File: config.mk
export PLATFORM = sky130hd
export DESIGN_NAME = syn_cond_decay
export DESIGN_NICKNAME = d
export VERILOG_FILES = /design/src/rtl/syn_cond_decay.sv
export SDC_FILE = /design/constraint.sdc
export NUM_CORES = 1
export LEC_CHECK = 0
export ABC_AREA = 1
export CAP_MARGIN = 0
export CORE_MARGIN = 3
export CORE_UTILIZATION = 47
export CTS_CLUSTER_SIZE = 8
export DETAILED_ROUTE_END_ITERATION = 8
export GPL_TIMING_DRIVEN = 0
export PLACE_DENSITY = 0.77
export SYNTH_ARGS = -nofsm -noshare
export SYNTH_HDL_FRONTEND = slang
export SYNTH_SLANG_ARGS = --single-unit
File: constraint.sdc
create_clock -name clk -period 5.55 [get_ports clk]
set_clock_uncertainty 0.15 [all_clocks]
set_input_delay 0.8325 -clock clk [delete_from_list [all_inputs] [get_ports clk]]
set_output_delay 0.8325 -clock clk [all_outputs]
set_load 0.01 [all_outputs]
File: src/rtl/syn_cond_decay.sv
// Post-synaptic conductance generator: accumulates weighted spikes into a
// saturating conductance that decays exponentially, with a refractory window.
module syn_cond_decay #(
  parameter int               WIDTH        = 14,
  parameter int               DECAY_SHIFT  = 3,
  parameter int               DECAY_PERIOD = 4,
  parameter int               REFRACT      = 2,
  parameter logic [WIDTH-1:0] G_MAX        = 14'h3FFF
) (
  input  logic             clk,
  input  logic             reset,
  input  logic             i_spike,
  input  logic [WIDTH-1:0] i_weight,
  input  logic             i_clear,
  output logic [WIDTH-1:0] o_cond_decay,
  output logic             o_active,
  output logic             o_spike_accepted,
  output logic             o_sat
);

  localparam int TW = (DECAY_PERIOD > 1) ? $clog2(DECAY_PERIOD) : 1;
  localparam int RW = (REFRACT > 1) ? $clog2(REFRACT + 1) : 1;
  localparam logic [TW-1:0] TICK_LAST = TW'(DECAY_PERIOD - 1);
  localparam logic [RW-1:0] REF_LOAD  = RW'(REFRACT);
  localparam logic [RW-1:0] REF_EXIT  = RW'(2);

  typedef enum logic [1:0] {
    S_IDLE,
    S_DECAY,
    S_REFRACT
  } state_t;

  state_t           r_state;
  logic [TW-1:0]    r_tick_cnt;
  logic [RW-1:0]    r_ref_cnt;

  state_t           w_state_next;
  logic [TW-1:0]    w_tick_next;
  logic [RW-1:0]    w_ref_next;
  logic             w_tick;
  logic             w_accept;
  logic             w_over;
  logic [WIDTH-1:0] w_step;
  logic [WIDTH-1:0] w_g_dec;
  logic [WIDTH:0]   w_sum;
  logic [WIDTH-1:0] w_g_next;
  logic             w_active_next;

  // Datapath: decay is applied first, then any accepted weight is added on top.
  always_comb begin
    w_step   = o_cond_decay >> DECAY_SHIFT;
    w_tick   = (r_state != S_IDLE) && (r_tick_cnt == TICK_LAST);
    w_g_dec  = o_cond_decay;
    if (w_tick) begin
      if ((w_step == '0) && (o_cond_decay != '0))
        w_g_dec = o_cond_decay - WIDTH'(1);
      else
        w_g_dec = o_cond_decay - w_step;
    end
    w_accept = i_spike && (r_state != S_REFRACT);
    w_sum    = {1'b0, w_g_dec} + {1'b0, i_weight};
    w_over   = w_sum > {1'b0, G_MAX};
    w_g_next = w_g_dec;
    if (w_accept)
      w_g_next = w_over ? G_MAX : w_sum[WIDTH-1:0];
  end

  // The accepting cycle counts as the first refractory cycle, so the
  // REFRACT state is left once the counter would fall to 1.
  always_comb begin
    w_state_next = r_state;
    w_ref_next   = r_ref_cnt;
    if (w_accept) begin
      if (REFRACT >= 2) begin
        w_state_next = S_REFRACT;
        w_ref_next   = REF_LOAD;
      end else begin
        w_state_next = S_DECAY;
        w_ref_next   = '0;
      end
    end else begin
      case (r_state)
        S_DECAY: begin
          if (w_g_next == '0)
            w_state_next = S_IDLE;
        end
        S_REFRACT: begin
          if (r_ref_cnt <= REF_EXIT) begin
            w_ref_next   = '0;
            w_state_next = (w_g_next == '0) ? S_IDLE : S_DECAY;
          end else begin
            w_ref_next = r_ref_cnt - RW'(1);
          end
        end
        default: w_state_next = S_IDLE;
      endcase
    end

    if ((r_state == S_IDLE) || (w_state_next == S_IDLE))
      w_tick_next = '0;
    else if (w_tick)
      w_tick_next = '0;
    else
      w_tick_next = r_tick_cnt + TW'(1);

    w_active_next = (w_g_next != '0) || (w_state_next != S_IDLE);
  end

  // Single state register; clear wins over every same-cycle event.
  always_ff @(posedge clk or negedge reset) begin
    if (!reset) begin
      r_state          <= S_IDLE;
      r_tick_cnt       <= '0;
      r_ref_cnt        <= '0;
      o_cond_decay     <= '0;
      o_active         <= 1'b0;
      o_spike_accepted <= 1'b0;
      o_sat            <= 1'b0;
    end else if (i_clear) begin
      r_state          <= S_IDLE;
      r_tick_cnt       <= '0;
      r_ref_cnt        <= '0;
      o_cond_decay     <= '0;
      o_active         <= 1'b0;
      o_spike_accepted <= 1'b0;
      o_sat            <= 1'b0;
    end else begin
      r_state          <= w_state_next;
      r_tick_cnt       <= w_tick_next;
      r_ref_cnt        <= w_ref_next;
      o_cond_decay     <= w_g_next;
      o_active         <= w_active_next;
      o_spike_accepted <= w_accept;
      o_sat            <= w_accept && w_over;
    end
  end

endmodule

==> results.py, run 1 <==
metrics = {
    "clock_tree": {
        "cts_tree": "yes",
        "cts.htree.levels": 1,
        "clk_pin_slew_ns": 0.08,
        "cts_setup_buffers": 0,
        "cts_buffer_depth": 2,
        "clk_latency_ns": 0.26,
        "ctsHoldBuffers": 0,
        "post_cts_resized": 0,
        "cts_sinks": 23,
        "numCtsBuffers": 3,
        "cts_root_buffer": "clkbuf_8",
    },
    "timing": {
        "relSlewSlack_pct": 34.6,
        "period_minus_slack_ns": 4.60,
        "period_share_pct": 82.9,
        "setup-violations-final": 0,
        "drv_slew": 0,
        "finalHoldViolCount": 0,
        "worstMarginPinSlew_ns": 0.978,
        "fmax_ghz": 0.217,
        "rsz0062_at_grt": "false",
        "fin_setup_tns_ns": 0,
    },
    "floorplan": {
        "die-area_mm2": 0.00746,
        "die_w_um": 86.4,
        "die_y_um": 86.4,
        "num_io_pins": 35,
        "coreArea_mm2": 0.00610,
        "row_count": 28,
        "start_util_pct": 49.8,
    },
    "status": {
        "status": "completed",
    },
    "power": {
        "ir_drop_uv": 188,
        "power_density_mw_per_mm2": 217,
        "p_leak_nw": 2.06,
    },
    "yosys": {
        "syn_area_mm2": 0.00304,
        "syn-num-nets": 561,
        "synth_most_common_cell": "nand2_1",
        "synth.avg_cell_area_um2": 5.96,
        "synth_top_cells_by_area": "nand2_1 21%, dfrtp_1 19%, ha_1 13%, inv_1 12%, nand3_1 8.1%",
        "synth_top_area_cell": "nand2_1",
        "ys_ff_latch": 23,
        "synth_seq_area_share_pct": 18.9,
        "synth_cells": 510,
        "post_synth_num_cell_types": 33,
        "synth.top_cell.area_share_pct": 20.5,
        "yosysWarnings": 0,
        "async_reset_ff_share_pct": 100,
        "synth_edf_count": 0,
        "synth_common_cells": "166 x nand2_1, 94 x inv_1, 49 x nand3_1, 45 x nor2_1, 31 x ha_1",
        "synthFlopType": "dfrtp_1",
    },
    "place": {
        "dp_hpwl_mm": 6.66,
        "placed_cell_area_mm2": 0.00347,
        "io_buffers": 34,
        "dp.cells": 619,
        "place.gp.congestion": 0.996,
    },
    "detailed_routing": {
        "route.detailed.drc": 0,
        "postRouteAntennaNets": 0,
        "routed_wl_mm": 7.99,
        "wirelength_met1_mm": 3.88,
        "top_layer_used": "met4",
        "wl_met2_mm": 3.45,
        "wl_met3_um": 412,
        "post_drt_wl_per_cell_um": 12.8,
        "first_pass_iters": 5,
        "first_iter_violations": 178,
        "num_vias": 3261,
        "via_per_inst": 5.23,
    },
    "min_path": {
        "hold_path_class": "reg2reg",
        "hold_path_depth": 2,
    },
    "setup_path": {
        "r2r_cells": 33,
        "required_ns": 5.57,
        "cp-end-kind": "register",
        "worst_path_most_repeated_cell": "nand2_1",
        "crit_type": "reg2reg",
        "crit_fanout": 10,
        "cp-start-kind": "register",
        "crit_arrival_ns": 4.62,
        "cpPeakStageDelay_ns": 0.45,
        "slowest_stage": "dfrtp_1",
    },
    "layout": {
        "diodes": 0,
        "nNetsFinal": 600,
        "stdcell_count": 623,
        "design_area_mm2": 0.00352,
        "syn_to_final_growth_pct": 15.8,
        "drive_above_1_share_pct": 7.30,
    },
    "grt": {
        "grt_pass1_vias": 3055,
        "grt_pass1_wl_mm": 13.8,
        "antenna_found_initial": 0,
        "track_usage_pct": 22.8,
        "grt.overflow.total": 0,
        "grt_max_degree": 24,
    },
    "flow_run": {
        "drv_cap": 0,
    },
}
-- power breakdown --
group / internal (mW) / leakage (nW) / total [mW] / switching (mW)
Sequential: 0.181 / 0.304 / 0.200 / 0.0194
Combinational: 0.178 / 1.73 / 0.464 / 0.285
Clock: 0.0501 / 0.0255 / 0.101 / 0.0507
-- logic make-up after synthesis --
group	after synthesis	share of synthesized area [%]
simple gates	309	45.0
buf+inv	106	14.3
compound gates	39	7.70
fa+ha+maj	33	14.1
flops	23	18.9
-- cell type report --
type | instances | area (um2)
fillers | 607 | 2580
multi-input cells | 381 | 2030
flip-flops and latches | 23 | 576
inverters | 97 | 364
repair buffers | 34 | 340
well taps | 75 | 93.8
plain buffers | 9 | 68.8
clock buffers | 3 | 41.3
clock inverters | 1 | 5.00
-- sequential cells by signal, indices dropped and copies added (netlist names) --
signal            cells
r_ref_cnt             2
o_active              1
r_tick_cnt            2
o_cond_decay         14
o_spike_accepted      1
o_sat                 1
r_state               2
-- worst paths after layout --
check / to / from / slack (ns)
max in group asynchronous: o_cond_decay[5] / reset / 3.70
min in group asynchronous: r_state[1] / reset / 0.96
worst max register to register: o_active / o_cond_decay[1] / 0.95
worst max-delay path: o_active / o_cond_decay[1] / 0.95
worst min-delay path: r_ref_cnt[0] / r_ref_cnt[0] / 0.36
worst min register to register: r_ref_cnt[0] / r_ref_cnt[0] / 0.36
-- layout by cell type (no fill, tap or decap), types with 2 or more instances in the layout --
master           instances
nand2_1                166
inv_1                   94
nand3_1                 49
nor2_1                  45
clkdlybuf4s50_1         34
ha_1                    31
dfrtp_1                 23
a21oi_1                 17
nand2_2                 14
nand4_1                 11
o21ai_0                 11
nor3_1                   6
nor2_4                   4
buf_6                    4
inv_2                    3
clkbuf_1                 3
nand3b_1                 3
clkbuf_8                 3
nand3_2                  2
a21oi_2                  2
and2_1                   2
nor2_2                   2
o21a_1                   2
or2_2                    2
nor4_1                   2
o21bai_1                 2
fa_1                     2
-- critical path, delay by kind of cell, from the launching register on --
kind,cells,cell delay [ns]
buffers and inverters,6,0.57
AO/OA/AOI/OAI,1,0.24
AND/OR/NAND/NOR,23,2.16
flip-flops,1,0.45
adder cells (fa/ha/maj),3,0.90
-- stage by stage --
stage | setup WS, ns | total power, mW | hold WS (ns) | util [%]
2_1_floorplan | 1.60 | 0.536 | 0.316 | -
4_1_cts | 1.01 | 0.767 | 0.365 | 57.7
3_5_place_dp | 1.02 | 0.662 | 0.352 | 57.0
5_1_grt | 0.537 | 0.851 | 0.377 | 57.7
6_report | 0.951 | 0.765 | 0.364 | 57.7
3_3_place_gp | 1.10 | 0.654 | 0.336 | 57.0
-- layer usage --
layer | global-route usage, % | vias to the layer above
met5 | 0 | -
met4 | 8.22 | 0
met3 | 2.57 | 18
met2 | 36.6 | 100
met1 | 31.4 | 1468
li1 | - | 1675
(Power assumes the default switching activity.)
==> inputs of run 2 (changes only) <==
- clock period: 5.55 -> 4.7 ns (I/O delays scaled with it)
==> run 2 against run 1 <==
Compared with the run above: clock power rose by 19%; count of clock-buffer cells in the layout did not move; fmax grew 4.4%; wire length up 2.3%; flip-flop and latch count did not move; non-clock buffer count is 7 higher; core utilization rose by 1.5 points; highest routed layer unchanged; critical endpoint unchanged; sequential share of layout area down 0.37 points.
==> results.py, run 2 (same netlist as run 1, synthesis figures left out) <==
metrics = {
    "setup_path": {
        "rrSetupSlack_ns": 0.29,
        "cp-start-kind": "register",
        "cp-endpoint": "o_active",
        "crit_type": "reg2reg",
        "crit_fanout": 6,
        "cp-startpoint": "o_cond_decay[5]",
        "r2r_cells": 29,
        "crit_arrival_ns": 4.42,
        "worst_path_most_repeated_cell": "nand2_1",
        "cpPeakStageDelay_ns": 0.46,
        "required_ns": 4.72,
        "r2r_start": "o_cond_decay[5]",
        "slowest_stage": "dfrtp_1",
        "r2r-end": "o_active",
        "cp-end-kind": "register",
    },
    "layout": {
        "regMostFlops": "o_cond_decay",
        "largest_reg_flops": 14,
        "diodes": 0,
        "layout_common_cells": "164 x nand2_1, 92 x inv_1, 48 x nand3_1",
        "drive_above_1_share_pct": 9.91,
        "syn_to_final_growth_pct": 18.7,
        "design_area_mm2": 0.00361,
        "layout_commonest_cell": "nand2_1",
        "stdcell_count": 630,
        "nNetsFinal": 607,
    },
    "grt": {
        "antenna_found_initial": 0,
        "grt.overflow.total": 0,
        "grt_pass1_vias": 3055,
        "grt_max_degree": 24,
        "grt_pass1_wl_mm": 13.8,
        "track_usage_pct": 22.8,
    },
    "power": {
        "switching_share_pct": 46.4,
        "power_density_mw_per_mm2": 259,
        "power.internal_mw": 0.501,
        "p_leak_nw": 2.09,
        "p_clk_share_pct": 12.8,
        "netSwitchingPower_mw": 0.433,
        "p_seq_share_pct": 25.3,
        "power_frac_comb_pct": 61.9,
        "ir_drop_uv": 219,
    },
    "timing": {
        "period_minus_slack_ns": 4.41,
        "finalHoldViolCount": 0,
        "fmax_ghz": 0.227,
        "fin_setup_tns_ns": 0,
        "setup-violations-final": 0,
        "holdWs_ns": 0.364,
        "relSlewSlack_pct": 34.3,
        "rsz0062_at_grt": "false",
        "drv_slew": 0,
        "period_share_pct": 93.8,
        "worstMarginPinSlew_ns": 0.982,
    },
    "flow_run": {
        "drv_cap": 0,
    },
    "detailed_routing": {
        "num_vias": 3286,
        "route.detailed.drc": 0,
        "first_iter_violations": 161,
        "post_drt_wl_per_cell_um": 13.0,
        "postRouteAntennaNets": 0,
        "routed_wl_mm": 8.18,
        "first_pass_iters": 6,
        "via_per_inst": 5.22,
    },
    "clock_tree": {
        "cts.htree.levels": 1,
        "cts_root_buffer": "clkbuf_8",
        "clk_latency_ns": 0.26,
        "cts_buffer_depth": 2,
        "ctsHoldBuffers": 0,
        "clk_pin_slew_ns": 0.08,
        "cts_sinks": 23,
        "cts_tree": "yes",
        "numCtsBuffers": 3,
    },
    "min_path": {
        "hold_path_class": "reg2reg",
    },
    "floorplan": {
        "die_y_um": 86.4,
        "start_util_pct": 49.8,
        "num_io_pins": 35,
        "coreArea_mm2": 0.00610,
        "die_w_um": 86.4,
        "row_count": 28,
        "die-area_mm2": 0.00746,
    },
    "place": {
        "dp.cells": 619,
        "place.gp.congestion": 0.996,
        "placed_cell_area_mm2": 0.00347,
        "io_buffers": 34,
        "dp_hpwl_mm": 6.66,
    },
    "status": {
        "status": "completed",
    },
}
## run 2: cell types whose count changed in the layout (fill, tap and decap cells not counted), moves of 2 or more
| cell | previous run | this run |
|---|---|---|
| inv_1 | 94 | 92 |
| buf_4 | 1 | 8 |
| nor2_4 | 4 | 6 |
| inv_2 | 3 | 5 |
| nand2_2 | 14 | 16 |
| nand2_1 | 166 | 164 |
## run 2: worst min path at each step
stage	from	endpoint	slack [ns]	depth (start not counted)
finish	r_ref_cnt[0]	r_ref_cnt[0]	0.36	2
CTS	r_ref_cnt[0]	r_ref_cnt[0]	0.37	2
global placement	r_ref_cnt[1]	r_ref_cnt[1]	0.34	2
detailed placement	r_ref_cnt[0]	r_ref_cnt[0]	0.35	2
floorplan	reset	o_active	0.26	0
global route	r_ref_cnt[0]	r_ref_cnt[0]	0.38	2
## run 2: power by group through the flow
stage | clock network (mW) | registers [mW] | logic (mW)
finish | 0.120 | 0.236 | 0.578
global route | 0.133 | 0.238 | 0.662
CTS | 0.125 | 0.236 | 0.545
detailed placement | 0 | 0.239 | 0.542
global placement | 0 | 0.239 | 0.533
floorplan | 0 | 0.239 | 0.393
## run 2: area by class of cell
cell class / instances / area (um2)
Buffer: 9 / 68.8
Clock buffer: 3 / 41.3
Clock inverter: 1 / 5.00
Fill cell: 587 / 2490
Inverter: 97 / 364
Multi-Input combinational cell: 381 / 2060
Sequential cell: 23 / 577
Tap cell: 75 / 93.8
Timing Repair Buffer: 41 / 393
## run 2: critical path, delay by kind of cell (launching register included)
family,cells,cell delay (ns)
simple gates,16,1.87
buf+inv,7,0.66
flops,1,0.46
compound gates,3,0.46
fa+ha+maj,3,0.70
## run 2: timing repair
item | CTS | global route
buffers inserted | 0 | 7
gates resized for setup | 0 | 12
endpoints found under the setup margin | 0 | 5
## run 2: routing by layer
metal | global-route usage [%] | share of wire [%]
met4 | 8.22 | 3.5
met1 | 31.4 | 47
met5 | 0 | 0
met2 | 36.6 | 43
met3 | 2.57 | 6.0
## run 2: through the flow
stage | setup WS [ns] | util, % | total power [mW]
6_report | 0.293 | 59.2 | 0.934
3_3_place_gp | 0.246 | 57.0 | 0.772
2_1_floorplan | 0.754 | - | 0.632
3_5_place_dp | 0.174 | 57.0 | 0.781
4_1_cts | 0.160 | 57.7 | 0.906
5_1_grt | 0.00305 | 59.2 | 1.03
